--- src/rtl/axi_lite_reg_slave.sv ---
// AXI4-Lite register bank: NUM_REGS word-spaced registers behind independent
// write (AW/W/B) and read (AR/R) responders, with per-register commit pulses.
module axi_lite_reg_slave #(
   parameter int                    DATA_WIDTH = 32,
   parameter int                    ADDR_WIDTH = 8,
   parameter int                    RESP_WIDTH = 3,
   parameter int                    NUM_REGS   = 4,
   parameter logic [ADDR_WIDTH-1:0] BASE_ADDR  = '0
) (
   input  logic                           s0_axi_aclk,
   input  logic                           s0_axi_aresetn,
   input  logic [ADDR_WIDTH-1:0]          s0_axi_awaddr,
   input  logic                           s0_axi_awvalid,
   output logic                           s0_axi_awready,
   input  logic [DATA_WIDTH-1:0]          s0_axi_wdata,
   input  logic [DATA_WIDTH/8:0]          s0_axi_wstrb,
   input  logic                           s0_axi_wvalid,
   output logic                           s0_axi_wready,
   output logic [RESP_WIDTH-1:0]          s0_axi_bresp,
   output logic                           s0_axi_bvalid,
   input  logic                           s0_axi_bready,
   input  logic [ADDR_WIDTH-1:0]          s0_axi_araddr,
   input  logic                           s0_axi_arvalid,
   output logic                           s0_axi_arready,
   output logic [DATA_WIDTH-1:0]          s0_axi_rdata,
   output logic [RESP_WIDTH-1:0]          s0_axi_rresp,
   output logic                           s0_axi_rvalid,
   input  logic                           s0_axi_rready,
   output logic [NUM_REGS*DATA_WIDTH-1:0] regs_out,
   output logic [NUM_REGS-1:0]            wr_pulse
);

   localparam int STRB_W = DATA_WIDTH / 8;
   localparam int IDX_W  = (NUM_REGS > 1) ? $clog2(NUM_REGS) : 1;
   localparam logic [ADDR_WIDTH:0]   SPAN        = (ADDR_WIDTH+1)'(4 * NUM_REGS);
   localparam logic [RESP_WIDTH-1:0] RESP_OKAY   = '0;
   localparam logic [RESP_WIDTH-1:0] RESP_SLVERR = RESP_WIDTH'(2);

   localparam logic [1:0] W_IDLE    = 2'd0;
   localparam logic [1:0] W_COLLECT = 2'd1;
   localparam logic [1:0] W_COMMIT  = 2'd2;
   localparam logic [1:0] W_RESP    = 2'd3;
   localparam logic [0:0] R_IDLE    = 1'b0;
   localparam logic [0:0] R_RESP    = 1'b1;

   logic [1:0]            w_state;
   logic [0:0]            r_state;
   logic [ADDR_WIDTH-1:0] aw_addr;
   logic                  aw_have;
   logic                  w_have;
   logic [DATA_WIDTH-1:0] w_data;
   logic [STRB_W-1:0]     w_strb;
   logic [DATA_WIDTH-1:0] regs [NUM_REGS];

   logic                  aw_hs;
   logic                  w_hs;
   logic                  aw_have_nxt;
   logic                  w_have_nxt;
   logic [ADDR_WIDTH:0]   aw_diff;
   logic [ADDR_WIDTH:0]   ar_diff;
   logic                  aw_hit;
   logic                  ar_hit;
   logic [IDX_W-1:0]      aw_idx;
   logic [IDX_W-1:0]      ar_idx;
   logic                  unused_strb_msb;

   assign aw_hs       = s0_axi_awvalid & s0_axi_awready;
   assign w_hs        = s0_axi_wvalid & s0_axi_wready;
   assign aw_have_nxt = aw_have | aw_hs;
   assign w_have_nxt  = w_have | w_hs;

   // A borrow on the widened subtraction lands above SPAN, so one compare covers both bounds
   assign aw_diff = {1'b0, aw_addr} - {1'b0, BASE_ADDR};
   assign ar_diff = {1'b0, s0_axi_araddr} - {1'b0, BASE_ADDR};
   assign aw_hit  = (aw_diff < SPAN) && (aw_addr[1:0] == 2'b00);
   assign ar_hit  = (ar_diff < SPAN) && (s0_axi_araddr[1:0] == 2'b00);
   assign aw_idx  = aw_diff[IDX_W+1:2];
   assign ar_idx  = ar_diff[IDX_W+1:2];

   assign unused_strb_msb = s0_axi_wstrb[STRB_W];

   for (genvar k = 0; k < NUM_REGS; k++) begin : g_regs_out
      assign regs_out[k*DATA_WIDTH +: DATA_WIDTH] = regs[k];
   end

   // Write side: collect AW and W in any order, commit for one cycle, then hold B until accepted
   always_ff @(posedge s0_axi_aclk) begin
      if (!s0_axi_aresetn) begin
         w_state        <= W_IDLE;
         s0_axi_awready <= 1'b0;
         s0_axi_wready  <= 1'b0;
         s0_axi_bvalid  <= 1'b0;
         s0_axi_bresp   <= '0;
         aw_have        <= 1'b0;
         w_have         <= 1'b0;
         aw_addr        <= '0;
         w_data         <= '0;
         w_strb         <= '0;
         wr_pulse       <= '0;
         for (int k = 0; k < NUM_REGS; k++) regs[k] <= '0;
      end else begin
         wr_pulse <= '0;
         case (w_state)
            W_IDLE, W_COLLECT: begin
               if (aw_hs) aw_addr <= s0_axi_awaddr;
               if (w_hs) begin
                  w_data <= s0_axi_wdata;
                  w_strb <= s0_axi_wstrb[STRB_W-1:0];
               end
               aw_have        <= aw_have_nxt;
               w_have         <= w_have_nxt;
               s0_axi_awready <= ~aw_have_nxt;
               s0_axi_wready  <= ~w_have_nxt;
               if (aw_have_nxt && w_have_nxt)     w_state <= W_COMMIT;
               else if (aw_have_nxt || w_have_nxt) w_state <= W_COLLECT;
               else                               w_state <= W_IDLE;
            end
            W_COMMIT: begin
               if (aw_hit) begin
                  for (int b = 0; b < STRB_W; b++)
                     if (w_strb[b]) regs[aw_idx][b*8 +: 8] <= w_data[b*8 +: 8];
                  wr_pulse[aw_idx] <= 1'b1;
               end
               s0_axi_bvalid <= 1'b1;
               s0_axi_bresp  <= aw_hit ? RESP_OKAY : RESP_SLVERR;
               w_state       <= W_RESP;
            end
            W_RESP: begin
               if (s0_axi_bready) begin
                  s0_axi_bvalid  <= 1'b0;
                  aw_have        <= 1'b0;
                  w_have         <= 1'b0;
                  s0_axi_awready <= 1'b1;
                  s0_axi_wready  <= 1'b1;
                  w_state        <= W_IDLE;
               end
            end
            default: w_state <= W_IDLE;
         endcase
      end
   end

   // Read side: regs is sampled before any same-edge commit lands, so a collision returns old data
   always_ff @(posedge s0_axi_aclk) begin
      if (!s0_axi_aresetn) begin
         r_state        <= R_IDLE;
         s0_axi_arready <= 1'b0;
         s0_axi_rvalid  <= 1'b0;
         s0_axi_rdata   <= '0;
         s0_axi_rresp   <= '0;
      end else begin
         case (r_state)
            R_IDLE: begin
               if (s0_axi_arvalid && s0_axi_arready) begin
                  s0_axi_arready <= 1'b0;
                  s0_axi_rvalid  <= 1'b1;
                  s0_axi_rdata   <= ar_hit ? regs[ar_idx] : '0;
                  s0_axi_rresp   <= ar_hit ? RESP_OKAY : RESP_SLVERR;
                  r_state        <= R_RESP;
               end else begin
                  s0_axi_arready <= 1'b1;
               end
            end
            R_RESP: begin
               if (s0_axi_rready) begin
                  s0_axi_rvalid  <= 1'b0;
                  s0_axi_arready <= 1'b1;
                  r_state        <= R_IDLE;
               end
            end
            default: r_state <= R_IDLE;
         endcase
      end
   end

endmodule

--- config.mk ---
export PLATFORM = sky130hd
export DESIGN_NAME = axi_lite_reg_slave
export DESIGN_NICKNAME = d
export VERILOG_FILES = /design/src/rtl/axi_lite_reg_slave.sv
export SDC_FILE = /design/constraint.sdc
export NUM_CORES = 1
export LEC_CHECK = 0
export ABC_AREA = 1
export CAP_MARGIN = 20
export CORE_ASPECT_RATIO = 0.7
export CORE_MARGIN = 2
export CORE_UTILIZATION = 54
export CTS_BUF_LIST = sky130_fd_sc_hd__clkbuf_8
export DETAILED_ROUTE_END_ITERATION = 10
export PLACE_DENSITY = 0.92
export SLEW_MARGIN = 20
export SYNTH_ARGS = -nofsm -noshare
export SYNTH_HDL_FRONTEND = slang
export SYNTH_SLANG_ARGS = --single-unit
--- constraint.sdc ---
create_clock -name s0_axi_aclk -period 4.4 [get_ports s0_axi_aclk]
set_input_delay 1.32 -clock s0_axi_aclk [delete_from_list [all_inputs] [get_ports s0_axi_aclk]]
set_output_delay 1.32 -clock s0_axi_aclk [all_outputs]
set_load 0.05 [all_outputs]
==> flow_metrics.tcl <==
set metrics [dict create \
    pin_count 235 \
    power.switching_mw 1.60 \
    post-synth-top-count-cell "nor2_1" \
    hp-start "aw_addr[3]$_SDFFE_PN0P_" \
    grt_pass1_vias 7279 \
    clkLatencyLatePin_ps 490 \
    path_class "reg2out" \
    yosys.area.top_type "edfxtp_1" \
    htreeDepth 2 \
    cp-startpoint "s0_axi_arready$_SDFFE_PN0P_" \
    ctsHoldBuffers 0 \
    timing.rr.end "regs[1][12]$_SDFFCE_PN0P_" \
    vias 7774 \
    synth-seq-area-share_pct 63.4 \
    drc 0 \
    critPathTopFamily "buffers and inverters" \
    netlist_top_cells_area "edfxtp_1 (43%), dfxtp_1 (21%), nor2_1 (10%), o21ai_0 (7.3%), a21oi_1 (4.1%)" \
    cts_setup_buffers 0 \
    drive_gt1_share_pct 7.20 \
    finalSetupTns_ps 0 \
    cts_buffer_depth 3 \
    slew-limit-headroom_pct 28.5 \
    viasPerCell 5.47 \
    grt_pass1_wl_um 37800 \
    finalCriticalPeriod_ps 3050 \
    worst-path-buf-inv 1 \
    syn2layout_area_growth_pct 34.5 \
    synth-seq-cells 220 \
    clock_skew_ps 18.3 \
    switching_share_pct 31.0 \
    rrSetupSlack_ps 1940 \
    hold_class "reg2reg" \
    cp_max_fo 4 \
    grt_overflow 0 \
    status "complete, no violations" \
    rsz0062_at_grt "false" \
    root_buffer "clkbuf_8" \
    period_share_pct 69.4 \
    place_area_um2 11400 \
    crit_slowest_cell "clkdlybuf4s50_1" \
    synthArstFlopShare_pct 0 \
    drt_iter0_markers 849 \
    syn_area_per_cell_um2 9.48 \
    syn_area_um2 8970 \
    fin_area_um2 12100 \
    p_int_mw 3.56 \
    portBuffers 229 \
    initial_utilization_pct 55.0 \
    drt_pass1_iterations 5 \
    chipHeight_um 112 \
    slew_viol_final 0 \
    place_congestion 0.848 \
    p_seq_share_pct 47.2 \
    r2r_cells 7 \
    tritoncts "done" \
    synth_edf_count 128 \
    die_w_um 158 \
    clk_pin_slew_ps 60 \
    yosysWarningCount 0 \
    startpoint_type "register" \
    nets 1230 \
    cts_sinks 220 \
    yosysUniqueCellTypes 29 \
    synthFlopType "edfxtp_1" \
    synth_commonest_cells "nor2_1 (240), o21ai_0 (130), edfxtp_1 (128), nand2_1 (94), dfxtp_1 (92)" \
    synth_cells 946 \
    crit_required_ps 3080 \
    core-area_um2 16300 \
    grt_usage_pct 27.5 \
    p_leak_nw 4.48 \
    crit_chain "clkdlybuf4s50_1" \
    wire_per_inst_um 17.7 \
    hold_viol 0 \
    dieArea_um2 17700 \
    cp_data_arrival_time_ps 1730 \
    finalSetupViolCount 0 \
    antenna_found_initial 3 \
    synth_top_area_share_pct 42.9 \
    grt_max_degree 65 \
    reg2reg_from "w_state[1]$_SDFFE_PN0P_" \
    max_freq_ghz 0.328 \
    pwr-share-comb_pct 20.2 \
    ant_nets 0 \
    cts_buffers 34 \
    drv_cap 0 \
    fillers 1158 \
    clkPwrFrac_pct 32.6 \
    hold-path-endpoint "wr_pulse[1]$_SDFF_PN0_" \
    holdPathStages 1 \
    cp_slowest_stage_delay_ps 840 \
    rows 39 \
    ir_drop_v 0.000305 \
    drt_wl_total_um 25100 \
    endpoint_kind "output port" \
    power_density_nw_per_um2 428 \
    hpwlAfterDp_um 17300 \
    cts_resized 0 \
    tightest_slew_ps 1070 \
]
[final cells by class]
class | instances | area [µm²] | share of cell area [%]
flip-flops and latches | 220 | 5690 | 47.1
multi-input cells | 617 | 2830 | 23.4
repair buffers | 241 | 2380 | 19.7
clock buffers | 42 | 578 | 4.79
well taps | 225 | 282 | 2.33
inverters | 55 | 206 | 1.71
clock inverters | 20 | 104 | 0.861
diodes | 1 | 2.50 | 0.0207
[how the worst max path moves through the flow]
stage	to	cells past startpoint	slack, ps
3_3_place_gp	regs[0][17]$_SDFFCE_PN0P_	7	1120
5_1_grt	regs_out[12]	1	1300
2_1_floorplan	regs[1][10]$_SDFFCE_PN0P_	5	1570
4_1_cts	s0_axi_arready	1	1330
6_report	s0_axi_arready	1	1350
3_5_place_dp	regs[3][12]$_DFFE_PP_	5	1090
[power groups by stage]
| stage | Sequential [mW] | Clock, mW | Combinational [mW] |
|---|---|---|---|
| 6_report | 2.43 | 1.68 | 1.05 |
| 3_5_place_dp | 2.48 | 0 | 1.03 |
| 2_1_floorplan | 2.71 | 0 | 0.449 |
| 5_1_grt | 2.45 | 1.78 | 1.12 |
| 3_3_place_gp | 2.47 | 0 | 1.00 |
| 4_1_cts | 2.43 | 1.70 | 1.04 |
[registers in the layout, indices dropped and copies added, names as in the netlist]
signal,count
w_state,2
wr_pulse,4
s0_axi_awready,1
w_strb,4
regs,128
s0_axi_wready,1
s0_axi_rdata,32
s0_axi_bresp,1
s0_axi_rresp,1
aw_addr,8
w_data,32
aw_have,1
s0_axi_arready,1
w_have,1
r_state,1
s0_axi_rvalid,1
s0_axi_bvalid,1
[cells in the final DEF (no fill, tap or decap), types with 4 or more instances in the layout]
cell type / Yosys / final
a21oi_1: 74 / 74
buf_4: 5 / 12
clkbuf_8: 0 / 42
clkdlybuf4s50_1: 0 / 226
conb_1: 1 / 4
dfxtp_1: 92 / 92
edfxtp_1: 128 / 128
inv_1: 50 / 65
inv_2: 3 / 4
nand2_1: 94 / 94
nand2_4: 9 / 9
nand3_1: 8 / 8
nor2_1: 240 / 239
nor3_1: 25 / 25
o21ai_0: 130 / 130
o21ai_1: 16 / 16
[kinds of logic (layout without fill, tap and decap cells)]
group / after synthesis / after routing / share of synthesized area (%)
and+or+nand+nor: 389 / 389 / 18.7
AOI/OAI and AO/OA: 223 / 223 / 12.5
DFF: 220 / 220 / 63.4
buffers and inverters: 112 / 358 / 5.26
adders and majority gates: 1 / 1 / 0.139
other: 1 / 5 / 0.0418
[layer usage]
metal,wire [µm],GRT usage [%],vias up
met5,13,0,-
met2,11700,44.3,431
met3,2480,6.97,61
met4,552,8.17,2
li1,-,-,3614
met1,10300,36.9,3666
[metrics by stage]
stage,instances,hold WS (ps),setup slack [ps],power (mW),util [%]
after floorplan,949,414,1570,3.16,-
after detailed placement,1358,437,1090,3.51,69.8
after CTS,1420,445,1330,5.17,74.0
final,1421,451,1350,5.16,74.0
after global placement,1358,420,1120,3.47,69.8
after global routing,1420,469,1300,5.35,74.0
Power figures use the tool's default switching activity.
